<file path="src/rtl/seg_pkg.sv">
// Purpose: shared constants and helpers for the multiplexed seven-segment scanner.
// Latency: n/a (package only).
// Backpressure: n/a.
package seg_pkg;

    // Widest digit count the helpers cover; per-instance vectors are sliced down.
    localparam int MAX_DIGITS = 16;

    // Segment bus value that lights nothing, before polarity is applied.
    localparam logic [7:0] SEG_OFF = 8'h00;

    // PWM steps in one digit slot: dead-time steps followed by the brightness steps.
    function automatic int slot_len(input int bright_w, input int dead);
        return (1 << bright_w) + dead;
    endfunction

    // Index to one-hot digit-enable vector (logical, active-high form).
    function automatic logic [MAX_DIGITS-1:0] onehot(input logic [3:0] idx);
        logic [MAX_DIGITS-1:0] v;
        v = '0;
        v[idx] = 1'b1;
        return v;
    endfunction

    // Logical enables to pin polarity.
    function automatic logic [MAX_DIGITS-1:0] en_polarity(input logic [MAX_DIGITS-1:0] en,
                                                          input logic active_low);
        return active_low ? ~en : en;
    endfunction

    // Logical segment pattern to pin polarity.
    function automatic logic [7:0] seg_polarity(input logic [7:0] seg, input logic invert);
        return invert ? ~seg : seg;
    endfunction

endpackage

</file>
<file path="src/rtl/seg_scan_timer.sv">
// Purpose: free-running scan timebase: prescaler p, slot step s, digit d, blink phase.
// Latency: counters registered; frame_start/frame_wrap decoded from the current counter state.
// Backpressure: none, free-running.
// Ports: clk_fast/rst (sync, active-low); d, s current digit/step; frame_start when p=s=d=0;
//        frame_wrap in the last cycle of a frame; blink_phase 1 = blinking digits dark.
module seg_scan_timer
    import seg_pkg::*;
#(
    parameter int N_DIGITS = 8,
    parameter int BRIGHT_W = 4,
    parameter int PRESCALE = 16,
    parameter int DEAD     = 1,
    parameter int BLINK_W  = 6,
    localparam int SLOT    = slot_len(BRIGHT_W, DEAD),
    localparam int S_W     = $clog2(SLOT),
    localparam int D_W     = $clog2(N_DIGITS)
) (
    input  logic           clk_fast,
    input  logic           rst,
    output logic [D_W-1:0] d,
    output logic [S_W-1:0] s,
    output logic           frame_start,
    output logic           frame_wrap,
    output logic           blink_phase
);

    localparam int P_W = (PRESCALE > 1) ? $clog2(PRESCALE) : 1;

    logic [P_W-1:0]     p;
    logic [BLINK_W-1:0] blink_cnt;
    logic               p_max;
    logic               s_max;
    logic               d_max;

    assign p_max       = (p == P_W'(PRESCALE - 1));
    assign s_max       = (s == S_W'(SLOT - 1));
    assign d_max       = (d == D_W'(N_DIGITS - 1));
    assign frame_wrap  = p_max && s_max && d_max;
    assign frame_start = (p == '0) && (s == '0) && (d == '0);

    always_ff @(posedge clk_fast) begin
        if (!rst) begin
            p           <= '0;
            s           <= '0;
            d           <= '0;
            blink_cnt   <= '0;
            blink_phase <= 1'b0;
        end else begin
            if (p_max) begin
                p <= '0;
                if (s_max) begin
                    s <= '0;
                    d <= d_max ? '0 : d + D_W'(1);
                end else begin
                    s <= s + S_W'(1);
                end
            end else begin
                p <= p + P_W'(1);
            end

            // Blink phase flips every 2**BLINK_W frames.
            if (frame_wrap) begin
                blink_cnt <= blink_cnt + BLINK_W'(1);
                if (&blink_cnt) begin
                    blink_phase <= ~blink_phase;
                end
            end
        end
    end

endmodule

</file>
<file path="src/rtl/seg_scan_pwm.sv">
// Purpose: time-multiplexed N-digit seven-segment driver with PWM brightness, dead time, blank/blink.
// Latency: outputs registered, one cycle after the counter state; inputs take effect at next frame start.
// Backpressure: none; inputs are snapshotted once per frame.
// Ports: clk_fast/rst (sync, active-low); seg_in packed patterns (digit k = [8k+7:8k]);
//        blank_mask/blink_mask per digit; bright lit steps per slot;
//        seg_en digit enables, seg_out segments, frame_tick one-cycle pulse per frame.
module seg_scan_pwm
    import seg_pkg::*;
#(
    parameter int N_DIGITS      = 8,
    parameter int BRIGHT_W      = 4,
    parameter int PRESCALE      = 16,
    parameter int DEAD          = 1,
    parameter int BLINK_W       = 6,
    parameter int EN_ACTIVE_LOW = 1,
    parameter int SEG_INVERT    = 0
) (
    input  logic                  clk_fast,
    input  logic                  rst,
    input  logic [8*N_DIGITS-1:0] seg_in,
    input  logic [N_DIGITS-1:0]   blank_mask,
    input  logic [N_DIGITS-1:0]   blink_mask,
    input  logic [BRIGHT_W-1:0]   bright,
    output logic [N_DIGITS-1:0]   seg_en,
    output logic [7:0]            seg_out,
    output logic                  frame_tick
);

    localparam int SLOT = slot_len(BRIGHT_W, DEAD);
    localparam int S_W  = $clog2(SLOT);
    localparam int D_W  = $clog2(N_DIGITS);
    localparam logic EN_LOW  = (EN_ACTIVE_LOW != 0);
    localparam logic SEG_INV = (SEG_INVERT != 0);

    // Dead time is what separates adjacent digits and hides the shadow reload, so it is mandatory.
    generate
        if (N_DIGITS < 2 || N_DIGITS > MAX_DIGITS || DEAD < 1 || PRESCALE < 1 ||
            BRIGHT_W < 1 || BLINK_W < 1) begin : g_bad_params
            $error("seg_scan_pwm: illegal parameter set");
        end
    endgenerate

    logic [D_W-1:0] d;
    logic [S_W-1:0] s;
    logic           frame_start;
    logic           frame_wrap;
    logic           blink_phase;

    seg_scan_timer #(
        .N_DIGITS (N_DIGITS),
        .BRIGHT_W (BRIGHT_W),
        .PRESCALE (PRESCALE),
        .DEAD     (DEAD),
        .BLINK_W  (BLINK_W)
    ) u_timer (
        .clk_fast    (clk_fast),
        .rst         (rst),
        .d           (d),
        .s           (s),
        .frame_start (frame_start),
        .frame_wrap  (frame_wrap),
        .blink_phase (blink_phase)
    );

    // Frame-coherent copies of the inputs; the display reads only these.
    logic [8*N_DIGITS-1:0] seg_sh;
    logic [N_DIGITS-1:0]   blank_sh;
    logic [N_DIGITS-1:0]   blink_sh;
    logic [BRIGHT_W-1:0]   bright_sh;

    logic [7:0] pat;
    logic       blank_d;
    logic       blink_d;
    logic       in_window;
    logic       lit;

    always_comb begin
        pat     = SEG_OFF;
        blank_d = 1'b0;
        blink_d = 1'b0;
        for (int k = 0; k < N_DIGITS; k++) begin
            if (d == D_W'(k)) begin
                pat     = seg_sh[8*k +: 8];
                blank_d = blank_sh[k];
                blink_d = blink_sh[k];
            end
        end
        // Lit window: steps DEAD .. DEAD+bright-1 of the slot.
        in_window = (s >= S_W'(DEAD)) &&
                    ((s - S_W'(DEAD)) < {{(S_W-BRIGHT_W){1'b0}}, bright_sh});
        lit = in_window && !blank_d && !(blink_d && blink_phase);
    end

    always_ff @(posedge clk_fast) begin
        if (!rst) begin
            seg_sh     <= '0;
            blank_sh   <= '0;
            blink_sh   <= '0;
            bright_sh  <= '0;
            seg_en     <= N_DIGITS'(en_polarity('0, EN_LOW));
            seg_out    <= seg_polarity(SEG_OFF, SEG_INV);
            frame_tick <= 1'b0;
        end else begin
            // Reload at frame start is safe: step 0 is always dead, so the old
            // shadows never reach the pins in the same cycle.
            if (frame_start) begin
                seg_sh    <= seg_in;
                blank_sh  <= blank_mask;
                blink_sh  <= blink_mask;
                bright_sh <= bright;
            end
            frame_tick <= frame_wrap;
            if (lit) begin
                seg_en  <= N_DIGITS'(en_polarity(onehot(4'(d)), EN_LOW));
                seg_out <= seg_polarity(pat, SEG_INV);
            end else begin
                seg_en  <= N_DIGITS'(en_polarity('0, EN_LOW));
                seg_out <= seg_polarity(SEG_OFF, SEG_INV);
            end
        end
    end

endmodule

</file>
<file path="config.mk">
export PLATFORM = sky130hd
export DESIGN_NAME = seg_scan_pwm
export DESIGN_NICKNAME = d
export VERILOG_FILES = /design/src/rtl/seg_pkg.sv /design/src/rtl/seg_scan_timer.sv /design/src/rtl/seg_scan_pwm.sv
export SDC_FILE = /design/constraint.sdc
export NUM_CORES = 1
export LEC_CHECK = 0
export BUFFER_PORTS_ARGS = -buffer_cell sky130_fd_sc_hd__buf_2
export CORE_AREA = 2 2 82 123
export CTS_CLUSTER_DIAMETER = 30
export DETAILED_ROUTE_END_ITERATION = 16
export DIE_AREA = 0 0 84 125
export PLACE_DENSITY = 0.83
export SLEW_MARGIN = 0
export SYNTH_ARGS = -nofsm -noshare
export SYNTH_HDL_FRONTEND = slang
export SYNTH_SLANG_ARGS = --single-unit
</file>
<file path="constraint.sdc">
create_clock -name clk_fast -period 6 [get_ports clk_fast]
set_input_delay 0.6 -clock clk_fast [delete_from_list [all_inputs] [get_ports clk_fast]]
set_output_delay 0.6 -clock clk_fast [all_outputs]
set_load 0.1 [all_outputs]
</file>
Word level (Yosys, flattened, before mapping)
Index checks and enable logic that the tools add are counted.
{ "word_totals": {"ff_bits": 120, "in_bits": 86, "out_inout_bits": 17, "elab_cells": 79} }
{ "classes": {"n_addsub": 5, "n_lt_le_gt_ge": 4, "n_eq_ne": 9, "n_mux": 28, "bitwise": 3, "reduce_logical": 18} }
{ "op_table": {"columns": ["cell", "n"], "rows": [
  ["8-bit two-way mux", 8],
  ["1-bit two-way mux", 17],
  ["3-bit equality test, second input constant", 4],
  ["1-bit logical AND", 9],
  ["8-bit NOT", 1],
  ["7-bit AND reduction", 1],
  ["6-bit by 1-bit adder with 6-bit output, second input constant", 1],
  ["3-bit by 2-bit equality test with 1-bit output, second input constant", 2],
  ["5-bit by 1-bit adder with 5-bit output, second input constant", 1],
  ["5-bit equality test, second input constant", 1],
  ["5-bit by 1-bit greater-or-equal comparator with 1-bit output, second input constant", 1],
  ["5-bit logical NOT", 1],
  ["3-bit by 5-bit less-than comparator with 1-bit output, second input constant", 1],
  ["5-bit by 4-bit less-than comparator with 1-bit output", 1],
  ["5-bit two-way mux", 1],
  ["5-bit by 1-bit subtractor with 5-bit output, second input constant", 1],
  ["4-bit by 1-bit adder with 4-bit output, second input constant", 1],
  ["4-bit equality test, second input constant", 1],
  ["4-bit logical NOT", 1],
  ["2-bit AND reduction", 2],
  ["3-bit by 1-bit adder with 3-bit output, second input constant", 1],
  ["1-bit demux with 3-bit select", 1],
  ["3-bit by 1-bit equality test with 1-bit output, second input constant", 1],
  ["3-bit by 1-bit greater-or-equal comparator with 1-bit output, second input constant", 1],
  ["other kinds (5)", 7]
]} }

Longest topological paths before layout
Gate-level depths: netlist of run 1.
{ "logic_depth": {"depth_word": 13, "mapped_depth": 10, "depth_no_buf": 8} }

By module
A second synthesis of run 1 with hierarchy kept.
{ "hier_totals": {"hier_cells": 501, "hier_area_um2": 5455.2} }
{ "by_module_without_submodules": {"columns": ["module", "n_inst", "cells_per_inst", "area_per_inst_um2", "seq_area_each_um2"], "rows": [
  ["seg_scan_pwm", 1, 391, 4490.6, 2021.9],
  ["seg_scan_timer", 1, 110, 964.7, 380.4]
]} }

Least setup slack after synthesis of run 1
No wires, ideal clock.
{ "synth_path": {"path_type": "register to register", "start": "register u_timer.d[2]", "end": "register seg_en[6]", "setup_time_ns": 0.134, "arrival_time_ns": 2.292, "required_ns": 5.866, "slack_ns": 3.574, "path_stages_with_launch": 11, "path_buffers": 3, "synth_period_minus_slack_ns": 2.426, "cell_sequence": "dfxtp_1 -> inv_1 -> clkbuf_1 -> ha_1 -> clkbuf_1 -> nor2_1 -> o2bb2ai_1 -> a41oi_1 -> o221ai_2 -> buf_6 -> or4_1"} }
{ "synth_via": {"elab_chain_cells": 13, "word_cells_on_any_way": 36, "cone_classes": "2 x order compare; 7 x eq/ne; 18 x mux; 1 x bitwise; 8 x reduce/logical"} }
{ "synth_rtl": {"columns": ["item", "line_no", "rtl"], "rows": [
  ["start: declaration", "seg_scan_timer.sv:20", "output logic [D_W-1:0] d,"],
  ["start signal: assignment", "seg_scan_timer.sv:53", "d <= d_max ? '0 : d + D_W'(1);"],
  ["3-bit logical NOT", "seg_scan_pwm.sv:82", "if (d == D_W'(k)) begin"],
  ["1-bit two-way mux (8 in a row)", "seg_scan_pwm.sv:82", null],
  ["1-bit logical NOT or 1-bit logical AND (tied branches)", "seg_scan_pwm.sv:91", "lit = in_window && !blank_d && !(blink_d && blink_phase);"],
  ["1-bit logical AND or 1-bit logical NOT (tied branches)", "seg_scan_pwm.sv:91", null],
  ["1-bit logical AND", "seg_scan_pwm.sv:91", null],
  ["2-bit AND reduction (no source line)", null, null],
  ["end signal: assignment", "seg_scan_pwm.sv:100", "seg_en <= N_DIGITS'(en_polarity('0, EN_LOW));"],
  ["end signal: assignment", "seg_scan_pwm.sv:114", "seg_en <= N_DIGITS'(en_polarity(onehot(4'(d)), EN_LOW));"],
  ["end signal: assignment", "seg_scan_pwm.sv:117", "seg_en <= N_DIGITS'(en_polarity('0, EN_LOW));"],
  ["end: declaration", "seg_scan_pwm.sv:24", "output logic [N_DIGITS-1:0] seg_en,"]
]} }
Several ways; a longest one is shown, not always the timed one.
A chain may end at the register's enable or synchronous reset.

Final worst setup path of run 1
Same ends and word-level chain as after synthesis.

==> results of run 1 <==
[cells in the mapped netlist (3+ instances only)]
master | n | share of area (%)
o21ai_0 | 10 | 0.91
nand3b_1 | 9 | 1.2
xor2_1 | 8 | 1.3
nand3_1 | 5 | 0.46
a221oi_1 | 6 | 0.96
nor2_1 | 20 | 1.4
a21oi_1 | 43 | 3.9
or4_1 | 9 | 1.2
dfxtp_1 | 120 | 44
buf_1 | 3 | 0.20
nand2_1 | 188 | 13
nor3_1 | 3 | 0.27
o221ai_1 | 8 | 1.3
and3_1 | 10 | 1.1
clkbuf_1 | 34 | 2.3
nand2b_1 | 4 | 0.46
a21boi_1 | 42 | 5.7
nor2b_1 | 3 | 0.34
xnor2_1 | 5 | 0.80
buf_2 | 10 | 0.91
a21o_1 | 9 | 1.2
a21boi_0 | 43 | 5.9
a31oi_1 | 3 | 0.34
and2_1 | 10 | 1.1
ha_1 | 15 | 3.4
nand4_1 | 4 | 0.46
inv_1 | 32 | 2.2
[stage by stage]
stage	util [%]	cell area [um^2]	total power, mW
6_report	69.09	6580	2.094
5_1_grt	69.09	6580	2.163
3_3_place_gp	62.85	5986	1.090
2_1_floorplan	-	5498	1.030
3_5_place_dp	62.85	5986	1.099
4_1_cts	69.09	6580	2.102
[final cells by class]
type	instances	share of cell area, %
well taps	115	2.187
clock inverters	8	1.407
inverters	32	1.825
repair buffers	107	8.329
flip-flops and latches	120	36.51
clock buffers	24	7.625
multi-input cells	479	42.12
[layer usage]
metal	routed length, um	up-vias
li1	-	2441
met5	0	-
met3	642	40
met2	6734	170
met4	472	0
met1	5472	2267
[kinds of logic (layout without fill, tap and decap cells)]
family	count (synthesis)	in the layout	synth area share, %
adders and majority gates	15	15	3.414
buffers and inverters	81	171	6.031
xor gates and xnor gates	13	13	2.071
AOI/OAI and AO/OA	177	177	22.44
DFF	120	120	43.70
muxes	1	1	0.1821
and+or+nand+nor	273	273	22.17
[state kept, by name, summed over array words and instances, names as in the netlist]
signal               count
seg_sh                  64
blink_sh                 8
bright_sh                4
seg_en                   8
u_timer.s                5
blank_sh                 8
u_timer.blink_cnt        6
seg_out                  8
frame_tick               1
u_timer.blink_phase      1
u_timer.p                4
u_timer.d                3
[power groups by stage]
| stage | clock (mW) | sequential (mW) | combinational (mW) |
|---|---|---|---|
| after floorplan | 0 | 0.887 | 0.143 |
| after global placement | 0 | 0.895 | 0.195 |
| after detailed placement | 0 | 0.896 | 0.203 |
| after CTS | 1.02 | 0.880 | 0.205 |
| after global routing | 1.05 | 0.886 | 0.231 |
| final | 1.01 | 0.882 | 0.204 |
[final timing paths]
path | slack, ps | endpoint | depth (start not counted) | start
setup / recovery | 2490 | seg_en[6]$_SDFF_PN1_ | 7 | u_timer.d[2]$_SDFFE_PN0P_
hold / removal | 420 | seg_sh[20]$_SDFFE_PN0P_ | 3 | seg_in[20]
setup reg to reg | 2490 | seg_en[6]$_SDFF_PN1_ | 7 | u_timer.d[2]$_SDFFE_PN0P_
hold reg to reg | 450 | seg_sh[17]$_SDFFE_PN0P_ | 2 | seg_sh[17]$_SDFFE_PN0P_
[worst reg2reg max path, delay by kind of cell (launching register included)]
| kind | cells | cell delay [ps] |
|---|---|---|
| fa+ha+maj | 1 | 720 |
| simple gates | 2 | 750 |
| compound gates | 3 | 790 |
| flops | 1 | 480 |
| buf+inv | 1 | 620 |
==> impl_metrics.tcl, run 1 <==
set metrics [dict create \
    status "finished clean" \
    peakVddDrop_uv 292.0 \
    path_max_fanout 23 \
    whs_ps 419.5 \
    hold_buffers 0 \
    hold_violations 0 \
    wl_mm 13.32 \
    dieArea_um2 10500 \
    yosysSeqAreaShare_pct 43.70 \
    worst_ep_arrival_time_ps 3780 \
    first_pass_iters 5 \
    max_freq_ghz 0.2853 \
    synthArstFlopShare_pct 0 \
    syn-num-nets 781 \
    hpwl_mm 8.914 \
    setup_ws_ps 2495 \
    core_area_um2 9524 \
    diodes 0 \
    critPathCaptureType "flip-flop" \
    grt_use_met3_pct 5.611 \
    clk_pin_slew_ps 50 \
    post_cts_buffers 0 \
    regArea_um2 2402 \
    syn_area_per_cell_um2 8.085 \
    p_leak_nw 2.757 \
    critPathMaxStageDelay_ps 720 \
    maxCapViolCount 0 \
    drtIter0Drc 432 \
    nFillCells 741 \
    drt-vias-per-instance 5.557 \
    grt_antenna_before_repair 0 \
    cts_tree "done" \
    tns_ps 0 \
    finClkSkew_ps 7.387 \
    fin_crit_ps 3505 \
    ant_nets 0 \
    seqPwrFrac_pct 42.1 \
    power_frac_comb_pct 9.8 \
    cts_made_buffers 17 \
    grt_pass1_vias 4854 \
    grt_pass1_wl_mm 21.91 \
    ctsResizeCount 0 \
    row_count 44 \
    rsz0062_at_grt "false" \
    dr_total_vias 4918 \
    p_sw_uw 497.3 \
    p_per_area_nw_per_um2 318.2 \
    boundaryPins 103 \
    worstPathCellList "inv_1 > ha_1 > nor2_1 > o2bb2ai_1 > a41oi_1 > o221ai_2 > or4_1" \
    use_met2_pct 44.85 \
    critPathLaunchType "flip-flop" \
    slew-limit-headroom_pct 43.06 \
    wire_per_inst_um 15.05 \
    place_congestion 0.7979 \
    ys_ff_latch 120 \
    drive_gt1_share_pct 18.57 \
    die_w_um 84 \
    synth_area_um2 5498 \
    die_h_um 125 \
    grt-busiest-layer "met2" \
    grtUsageTotal_pct 25.91 \
    intPower_mw 1.596 \
    worst_slew_pin_slew_ps 854.1 \
    crit_slowest_cell "ha_1" \
    ys.flop_type "dfxtp_1" \
    nets 858 \
    critPathRequiredTime_ps 6270 \
    place_inst 853 \
    initial_core_util_pct 57.72 \
    yosysWarnings 0 \
    clkPwrFrac_pct 48.1 \
    synth_edf_count 0 \
    hp-class "in2reg" \
    cts.sinks 120 \
    syn_to_final_growth_pct 19.69 \
    io_buffers 102 \
    ys_types 46 \
    drc 0 \
    grt_max_degree 104 \
    cts.path.max_buffers 2 \
    grt.overflow.total 0 \
    insertion_delay_ps 410 \
    slew_viol_final 0 \
    dp_slack_ps 2614 \
    period_share_pct 58.42 \
    mostFrequentLayoutCells "nand2_1 (188), dfxtp_1 (120), buf_2 (102), a21oi_1 (43), a21boi_0 (43)" \
    synthCells 680 \
    multi_input_area_um2 2771 \
    crit_buf_inv 1 \
    path_class "reg2reg" \
    p_sw_share_pct 23.75 \
    crit_family "compound AO/OA/AOI/OAI gates" \
    cts_root_buffer "clkbuf_16" \
    grt_use_met1_pct 29.49 \
    h-tree-depth 4 \
    setup_violations 0 \
    final_common_cell "nand2_1" \
    finalNonFillerCells 885 \
]
(Power assumes the default switching activity.)
==> run 2: changes to the inputs <==
Settings changed: CORE_AREA 2 2 82 123 to 2 2 89 134, DIE_AREA 0 0 84 125 to 0 0 91 136, PLACE_DENSITY 0.83 to 0.75.
Clock period 6 ns to 2.9 ns, I/O delays scaled along.
==> impl_metrics.tcl, run 2 (synthesis gave the netlist of run 1 again) <==
set metrics [dict create \
    status "finished clean" \
    grt.overflow.total 0 \
    fin_crit_ps 2622 \
    wire_per_inst_um 14.94 \
    slew_viol_final 0 \
    first_pass_iters 4 \
    hp-class "in2reg" \
    die_h_um 136 \
    row_count 48 \
    dr_total_vias 4904 \
    p_leak_nw 2.775 \
    die_w_um 91 \
    fin_area_um2 6659 \
    grt_antenna_before_repair 0 \
    path_class "reg2reg" \
    ant_nets 0 \
    critPathLaunchType "flip-flop" \
    nets 865 \
    final_core_util_pct 58.98 \
    clk_pin_slew_ps 50 \
    h-tree-depth 4 \
    worst_slew_pin_slew_ps 843.9 \
    io_buffers 102 \
    cts.path.max_buffers 2 \
    cts_root_buffer "clkbuf_16" \
    drtIter0Drc 204 \
    peakVddDrop_uv 351.8 \
    dieArea_um2 12380 \
    hold_violations 0 \
    core_area_um2 11290 \
    post_cts_buffers 0 \
    period_share_pct 90.40 \
    wl_mm 13.85 \
    diodes 0 \
    ctsResizeCount 0 \
    boundaryPins 103 \
    mostFrequentLayoutCells "nand2_1 (188), dfxtp_1 (120), buf_2 (102), a21oi_1 (43), a21boi_0 (43)" \
    drive_gt1_share_pct 19.05 \
    grt_pass1_vias 4712 \
    grt_pass1_wl_mm 22.07 \
    finClkSkew_ps 7.611 \
    critPathRequiredTime_ps 3230 \
    grtUsageTotal_pct 22.42 \
    worst_ep_arrival_time_ps 2950 \
    drt-vias-per-instance 5.290 \
    total_power_mw 4.289 \
    cts_made_buffers 17 \
    rsz0062_at_grt "false" \
    final_common_cell "nand2_1" \
    syn_to_final_growth_pct 21.12 \
    maxCapViolCount 0 \
    max_freq_ghz 0.3815 \
    nFillCells 1048 \
    place_congestion 0.8498 \
    tns_ps 0 \
    path_max_fanout 19 \
    p_per_area_nw_per_um2 644.1 \
    critPathCaptureType "flip-flop" \
    largest_reg_flops 64 \
    dpl_cell_area_um2 6082 \
    slew-limit-headroom_pct 43.74 \
    initial_core_util_pct 48.69 \
    hpwl_mm 9.830 \
    hold_buffers 0 \
    drc 0 \
    grt_max_degree 103 \
    largest_register "seg_sh" \
    cts_tree "done" \
    cts.sinks 120 \
    setup_violations 0 \
    whs_ps 114.2 \
    insertion_delay_ps 410 \
]
-- run 2: cell count changes in the layout (fill, tap and decap cells not counted), sizes merged --
cell,change
buf,+7
clkinvlp,+1
clkinv,-1
-- run 2: final cells by class --
class	instances	area, um^2	share of cell area, %
clock buffer	24	481.7	7.234
clock inverter	8	95.09	1.428
inverter	32	120.1	1.804
multi-input combinational	479	2771	41.62
sequential	120	2402	36.08
tap	150	187.7	2.818
timing repair buffer	114	600.6	9.019
-- run 2: worst max-delay path, cell delays in order, from the launching register on --
cell and delay, ps:
dfxtp_1 370, inv_1 160, ha_1 610, nor2b_1 440
a21oi_1 120, a221oi_1 410, o221ai_1 210, a21oi_1 210
-- run 2: layer usage --
metal  vias up  share of wire, %  global-route usage (%)
met5         -                 0                       0
met4         0               2.7                   8.838
met3        24               4.2                   4.435
met2       124                53                   42.06
met1      2310                40                   24.60
li1       2446                 -                       -
-- run 2: final timing paths --
kind	slack, ps	endpoint	startpoint	cells after the start
hold / removal	110	seg_sh[60]$_SDFFE_PN0P_	seg_in[60]	3
hold reg to reg	450	seg_sh[28]$_SDFFE_PN0P_	seg_sh[28]$_SDFFE_PN0P_	2
setup / recovery	280	seg_out[3]$_SDFF_PN0_	u_timer.d[0]$_SDFFE_PN0P_	7
setup reg to reg	280	seg_out[3]$_SDFF_PN0_	u_timer.d[0]$_SDFFE_PN0P_	7
-- run 2: through the flow --
step	setup WS, ps	instances
detailed placement	357.2	895
finish	278.5	927
global route	58.80	927
floorplan	473.6	680
global placement	378.8	895
CTS	319.5	927
-- run 2: where the power goes --
group / internal [mW] / switching [mW]
Clock: 1.33 / 0.710
Combinational: 0.174 / 0.251
Sequential: 1.76 / 0.0676
Total: 3.26 / 1.03
==> run 3: changes to the inputs <==
Settings changed: GPL_TIMING_DRIVEN from default to 0, MAX_ROUTING_LAYER from default to met4.
==> impl_metrics.tcl, run 3 (synthesis gave the netlist of run 1 again) <==
set metrics [dict create \
    grt_use_met1_pct 25.77 \
    h-tree-depth 4 \
    rsz0062_at_grt "false" \
    hpwl_mm 11.00 \
    grt_max_degree 17 \
    cts_tree "done" \
    drt-vias-per-instance 5.373 \
    post_cts_buffers 0 \
    path_class "reg2reg" \
    worst_ep_arrival_time_ps 3100 \
    grt_use_met3_pct 4.933 \
    place_congestion 0.9776 \
    final_common_cell "nand2_1" \
    first_pass_iters 5 \
    p_per_area_nw_per_um2 663.0 \
    dieArea_um2 12380 \
    wire_per_inst_um 15.57 \
    grt.overflow.total 0 \
    slew_viol_final 0 \
    maxCapViolCount 0 \
    initial_core_util_pct 48.69 \
    peakVddDrop_uv 529.1 \
    largest_register "seg_sh" \
    grt-busiest-layer "met2" \
    die_w_um 91 \
    io_buffers 102 \
    worst_slew_pin_slew_ps 692.4 \
    cts_root_buffer "clkbuf_16" \
    critPathCaptureType "flip-flop" \
    core_area_um2 11290 \
    dr_total_vias 5163 \
    period_share_pct 95.45 \
    nets 900 \
    p_leak_nw 2.856 \
    drc 0 \
    drtIter0Drc 255 \
    row_count 48 \
    setup_ws_ps 131.9 \
    hold_violations 0 \
    grt_antenna_before_repair 0 \
    dp_slack_ps -136.3 \
    wl_mm 14.96 \
    cts.sinks 120 \
    grt_pass1_vias 5146 \
    diodes 0 \
    insertion_delay_ps 420 \
    grtUsageTotal_pct 25.54 \
    cts_made_buffers 17 \
    critPathRequiredTime_ps 3230 \
    fin_area_um2 6839 \
    hp-class "in2reg" \
    die_h_um 136 \
    max_freq_ghz 0.3613 \
    fin_crit_ps 2768 \
    finClkSkew_ps 9.524 \
    path_max_fanout 10 \
    critPathLaunchType "flip-flop" \
    largest_reg_flops 64 \
    cts.path.max_buffers 2 \
    mostFrequentLayoutCells "nand2_1 (188), dfxtp_1 (120), buf_2 (112), a21oi_1 (43), a21boi_0 (43)" \
    boundaryPins 103 \
    total_power_mw 4.534 \
    grt_pass1_wl_mm 24.05 \
    dpl_cell_area_um2 6196 \
    drive_gt1_share_pct 18.87 \
    use_met2_pct 46.13 \
    status "finished clean" \
    setup_violations 0 \
    clk_pin_slew_ps 50 \
    syn_to_final_growth_pct 24.40 \
    slew-limit-headroom_pct 53.84 \
    ant_nets 0 \
]
-- run 3: cell types whose count changed in the layout (fill, tap and decap cells not counted), sizes merged --
cell,change
clkinv,+1
clkbuf,+29
buf,+3
clkinvlp,-2
bufinv,+3
-- run 3: stage by stage --
| stage | hold WS [ps] | util (%) | std cells | TNS (ps) |
|---|---|---|---|---|
| final | 105.3 | 60.57 | 961 | 0 |
| after global routing | 115.6 | 60.57 | 961 | 0 |
| after CTS | 101.8 | 60.39 | 962 | 0 |
| after detailed placement | 440.8 | 54.88 | 932 | -268.4 |
| after global placement | 442.5 | 54.88 | 932 | -144.8 |
| after floorplan | 424.8 | - | 680 | 0 |
-- run 3: critical path, cell delays in order, from the launching register on --
cell	delay, ps
dfxtp_1	460
inv_1	180
ha_1	230
clkbuf_1	240
or2_1	280
clkbuf_1	160
a21o_1	190
a221oi_1	430
o221ai_1	260
a21oi_1	250
-- run 3: final timing paths --
path                                                start                       to  slack [ps]  depth (start not counted)
worst min register to register    seg_sh[51]$_SDFFE_PN0P_  seg_sh[51]$_SDFFE_PN0P_         450                          2
worst max register to register  u_timer.d[0]$_SDFFE_PN0P_    seg_out[3]$_SDFF_PN0_         130                          9
worst max-delay path            u_timer.d[0]$_SDFFE_PN0P_    seg_out[3]$_SDFF_PN0_         130                          9
worst min-delay path                           seg_in[35]  seg_sh[35]$_SDFFE_PN0P_         110                          3
-- run 3: area by class of cell --
cell class | count | area, um^2
Sequential cell | 120 | 2402
Buffer | 47 | 210.2
Timing Repair Buffer | 102 | 510.5
Inverter | 32 | 120.1
Fill cell | 1030 | 4452
Clock inverter | 10 | 175.2
Tap cell | 150 | 187.7
Clock buffer | 21 | 450.4
Multi-Input combinational cell | 479 | 2783
-- run 3: layer usage --
metal | vias to the layer above | wire length [um]
li1 | 2523 | -
met3 | 55 | 552
met5 | - | 0
met2 | 165 | 7906
met1 | 2420 | 5768
met4 | 0 | 737
-- run 3: what timing repair did --
item                                    CTS  global route
cloned                                    0             0
hold buffers                              0             0
resized for setup                         1            11
endpoints found under the setup margin    9            77
hold endpoints to repair                  0             0
-- run 3: report_power, final --
| part | total [mW] | switching [mW] | internal (mW) |
|---|---|---|---|
| clock network | 2.25 | 0.716 | 1.53 |
| registers | 1.83 | 0.0666 | 1.76 |
| logic | 0.457 | 0.272 | 0.185 |
